$ cat config.mk
export PLATFORM = sky130hd
export DESIGN_NAME = mealey_stimulus_gen
export DESIGN_NICKNAME = d
export VERILOG_FILES = /design/src/rtl/mealey_stimulus_gen.sv
export SDC_FILE = /design/constraint.sdc
export NUM_CORES = 1
export LEC_CHECK = 0
export ABC_AREA = 1
export BUFFER_PORTS_ARGS = -buffer_cell sky130_fd_sc_hd__buf_2
export CAP_MARGIN = 10
export CORE_MARGIN = 2
export CORE_UTILIZATION = 25
export CTS_CLUSTER_DIAMETER = 150
export DETAILED_ROUTE_END_ITERATION = 7
export GPL_ROUTABILITY_DRIVEN = 0
export REMOVE_ABC_BUFFERS = 1
export SYNTH_ARGS = -nofsm -noshare
export SYNTH_HDL_FRONTEND = slang
export SYNTH_SLANG_ARGS = --single-unit
$ cat constraint.sdc
create_clock -name system1000 -period 2.65 [get_ports system1000]
set_clock_uncertainty 0.1 [all_clocks]
set_input_delay 0.53 -clock system1000 [delete_from_list [all_inputs] [get_ports system1000]]
set_output_delay 0.53 -clock system1000 [all_outputs]
set_load 0.05 [all_outputs]
$ cat src/rtl/mealey_stimulus_gen.sv
// Burst stimulus source for the Mealey top entity: ramp (default) or 9-bit LFSR
// samples with a running signed sum. LFSR build selected by MEALEY_STIM_LFSR_EN.
module mealey_stimulus_gen #(
  parameter int unsigned SAMPLE_W    = 9,
  parameter int unsigned NUM_SAMPLES = 16,
  parameter int          START_VAL   = -4,
  parameter int          STEP        = 1,
  parameter int unsigned SEED        = 1,
  parameter int unsigned SUM_W       = 16
) (
  input  logic                system1000,
  input  logic                system1000_rstn,
  input  logic                start,
  input  logic                hold,
  output logic [SAMPLE_W-1:0] eta_o,
  output logic                eta_vld,
  output logic                busy,
  output logic                done,
  output logic [SUM_W-1:0]    sum_o
);

  localparam int unsigned CNT_W = (NUM_SAMPLES < 2) ? 1 : $clog2(NUM_SAMPLES + 1);
  localparam logic [CNT_W-1:0] CNT_LAST = CNT_W'(NUM_SAMPLES);

`ifdef MEALEY_STIM_LFSR_EN
  // Seed of zero would lock the LFSR, so it is forced to one.
  localparam logic [SAMPLE_W-1:0] FIRST = (SEED == 0) ? SAMPLE_W'(1) : SAMPLE_W'(SEED);

  function automatic logic [SAMPLE_W-1:0] next_sample(input logic [SAMPLE_W-1:0] s);
    return {s[7:0], s[8] ^ s[4]};
  endfunction
`else
  localparam logic [SAMPLE_W-1:0] FIRST  = SAMPLE_W'(START_VAL);
  localparam logic [SAMPLE_W-1:0] STEP_V = SAMPLE_W'(STEP);

  function automatic logic [SAMPLE_W-1:0] next_sample(input logic [SAMPLE_W-1:0] s);
    return s + STEP_V;
  endfunction
`endif

  typedef enum logic [1:0] {S_IDLE, S_RUN, S_DONE} state_t;

  state_t              state, state_d;
  logic [CNT_W-1:0]    cnt, cnt_d;
  logic [SAMPLE_W-1:0] eta_d;
  logic                vld_d, busy_d, done_d;
  logic [SUM_W-1:0]    sum_d;

  // State and all outputs registered together.
  always_ff @(posedge system1000 or negedge system1000_rstn) begin
    if (!system1000_rstn) begin
      state   <= S_IDLE;
      cnt     <= '0;
      eta_o   <= '0;
      eta_vld <= 1'b0;
      busy    <= 1'b0;
      done    <= 1'b0;
      sum_o   <= '0;
    end else begin
      state   <= state_d;
      cnt     <= cnt_d;
      eta_o   <= eta_d;
      eta_vld <= vld_d;
      busy    <= busy_d;
      done    <= done_d;
      sum_o   <= sum_d;
    end
  end

  // Next state; the sum absorbs the sample registered on the previous edge.
  always_comb begin
    state_d = state;
    cnt_d   = cnt;
    eta_d   = eta_o;
    vld_d   = 1'b0;
    busy_d  = busy;
    done_d  = done;
    sum_d   = sum_o;
    if (eta_vld) begin
      sum_d = sum_o + SUM_W'($signed(eta_o));
    end
    case (state)
      S_IDLE, S_DONE: begin
        if (start) begin
          sum_d = '0;
          if (NUM_SAMPLES == 0) begin
            state_d = S_DONE;
            eta_d   = '0;
            busy_d  = 1'b0;
            done_d  = 1'b1;
            cnt_d   = '0;
          end else begin
            state_d = S_RUN;
            eta_d   = FIRST;
            vld_d   = 1'b1;
            busy_d  = 1'b1;
            done_d  = 1'b0;
            cnt_d   = CNT_W'(1);
          end
        end
      end
      S_RUN: begin
        if (!hold) begin
          if (cnt == CNT_LAST) begin
            state_d = S_DONE;
            eta_d   = '0;
            busy_d  = 1'b0;
            done_d  = 1'b1;
          end else begin
            eta_d   = next_sample(eta_o);
            vld_d   = 1'b1;
            cnt_d   = cnt + CNT_W'(1);
          end
        end
      end
      default: state_d = S_IDLE;
    endcase
  end

endmodule
==> summary.md <==
| Metric | Value |
|---|---|
| Die area | `11050 um^2` |
| Via density | `4.400` |
| Worst setup EP type | `flip-flop` |
| Yosys cell types | `34` |
| Setup crit start kind | `flip-flop` |
| Die width | `105.1 um` |
| Post-route setup TNS | `0 ns` |
| Clock edge transition at the registers on the reported setup and hold paths | `0.08 ns` |
| Inst Count DP | `537` |
| Min-Delay Path Class | `in -> async` |
| Most common cell in the netlist | `nand2_1` |
| First-pass GRT wire length | `10760 um` |
| Vias in the first global route | `2362` |
| Final Util | `30.24%` |
| Cts bufs inserted | `5` |
| Post-cts sizing count | `0` |
| Finish-stage setup viols | `0` |
| Post-synth ARST share | `100.0%` |
| Post-synth EDFFs | `0` |
| RR Startpoint | `eta_o[0]` |
| Synth Flop Type | `dfrtp_1` |
| Antenna Nets Post-Route | `0` |
| DR WL/cell | `11.52 um` |
| Via count | `2398` |
| GRT Overall Usage | `12.02%` |
| Seq/Total Area, Yosys | `34.25%` |
| Critical Path Source | `eta_o[0]` |
| CTS sink count | `35` |
| Initial antenna violation count | `0` |
| I/O pin count | `32` |
| Clock Path Buffers | `2` |
| Drt pass-1 iters | `4` |
| Clock H-tree levels | `2` |
| WL final | `6281 um` |
| Outcome | `finished, final reports clean` |
| Fill cell count | `1087` |
| Final net count | `434` |
| Tcrit/Tclk final | `77.69%` |
| Fin cells | `545` |
| Root Buffer | `clkbuf_8` |
| Synth area leaders | `dfrtp_1 (34%), nand2_1 (15%), inv_1 (10%)` |
| Mapped Cells | `376` |
| Slew Limit Fails | `0` |
| Layout cell share with drive strength beyond 1 | `13.35%` |
| Clk_lat worst skew | `0.29 ns` |
| Area Overhead vs Synth | `16.63%` |
| RSZ-0062 raised after global routing | `no` |
| Worst-margin pin slew | `0.8159 ns` |
| Die Span Y | `105.1 um` |
| Most frequent cells after synthesis | `nand2_1 (100), inv_1 (71), nor2_1 (38)` |
| FMAX | `0.4857 GHz` |
| # Post-CTS Setup Buffers | `0` |
| DRT iter0 DRCs | `144` |
| Final WS setup | `0.5912 ns` |
| Worst slew margin | `45.61%` |
| Max_cap viols | `0` |
| Row count | `36` |
| Core area | `9864 um^2` |
| CP Data Required Time | `2.73 ns` |
| CTS tree | `done` |
| DRC viols | `0` |
| Final Hold Fails | `0` |
| DP HPWL | `4818 um` |
| Synth Cell Area | `2557 um^2` |
| Max FO, Critical Path | `6` |
| Post-Syn Area per Cell | `6.802 um^2` |
| Leading area contributor after synthesis | `dfrtp_1` |
| Arrival @ worst endpoint | `2.14 ns` |
| Grt ovf | `0` |
| PortBufs | `31` |
| Ys Warns | `0` |
| Seq cells post-synth | `35` |
| Initial core utilization | `25.93%` |
| Antenna diodes | `0` |
| Hold_buf cts | `0` |
| Place WS | `0.5961 ns` |
| Top cell type's share of synthesized area | `34.25%` |
| Clock period minus worst slack | `2.059 ns` |
| Crit path kind | `reg -> reg` |
| Largest net degree at the start of global routing | `36` |
| Register-to-register setup slack | `0.59 ns` |
## placed cells by master, fill, tap and decap left out, types with 2 or more instances in the layout
cell type  netlist  final
nand2_1        100    100
inv_1           71     71
nor2_1          38     38
dfrtp_1         35     35
nand3_1         33     33
buf_2            1     31
ha_1            18     18
a21oi_1         17     17
o21ai_0         11     11
nor3_1           7      7
inv_2            6      6
o211ai_1         5      5
clkbuf_8         0      5
o21ai_1          4      4
xnor2_1          3      3
nand2_2          2      2
or2_1            2      2
nand3b_1         2      2
and2_1           2      2
nand4_1          2      2
o21a_1           2      2
buf_4            1      2
## final timing paths
path	endpoint	cells past startpoint
hold reg to reg	done	2
setup / recovery	sum_o[12]	11
min in group system1000	sum_o[2]	2
hold / removal	sum_o[11]	1
max in group asynchronous	cnt[3]	1
setup reg to reg	sum_o[12]	11
## critical path, stage by stage (launching register included)
cell     delay, ns
dfrtp_1       0.44
ha_1          0.25
fa_1          0.39
nand2_1       0.09
nand2_1       0.07
and2_1        0.17
nand3_1       0.12
nand3_1       0.08
nand2_1       0.06
nand3_1       0.06
nand2_1       0.07
inv_1         0.03
## per-layer routing
metal	routed length (um)	GRT usage, %
met1	2874	15.07
met2	3015	20.59
met3	302	2.495
met4	88	3.810
met5	0	0
## flip-flops by register name (all words and copies together), names as in the netlist
name     count
eta_o        9
eta_vld      1
state        2
done         1
sum_o       16
busy         1
cnt          5
## logic make-up after synthesis
family	after synthesis	share of synthesized area, %
flops	35	34.25
compound gates	43	9.736
buf+inv	82	12.23
fa+ha+maj	19	9.589
xor+xnor	4	1.370
simple gates	193	32.83
## stage by stage
step | cell area (um^2) | hold WS (ns)
floorplan | 2534 | 0.1344
global placement | 2870 | 0.3662
detailed placement | 2870 | 0.3771
CTS | 2983 | 0.2650
global route | 2983 | 0.2935
finish | 2983 | 0.2239
## area by class of cell
type	instances	area (um^2)	area share, %
multi-input combinational	259	1369	45.89
sequential	35	875.8	29.36
inverter	77	289.0	9.690
clock buffer	5	68.82	2.307
clock inverter	3	43.79	1.468
timing repair buffer	33	170.2	5.705
tap	133	166.4	5.579
Power is left out: the tool's default activity adds up to more than one toggle a clock period on the data nets, which glitch-free logic cannot reach.
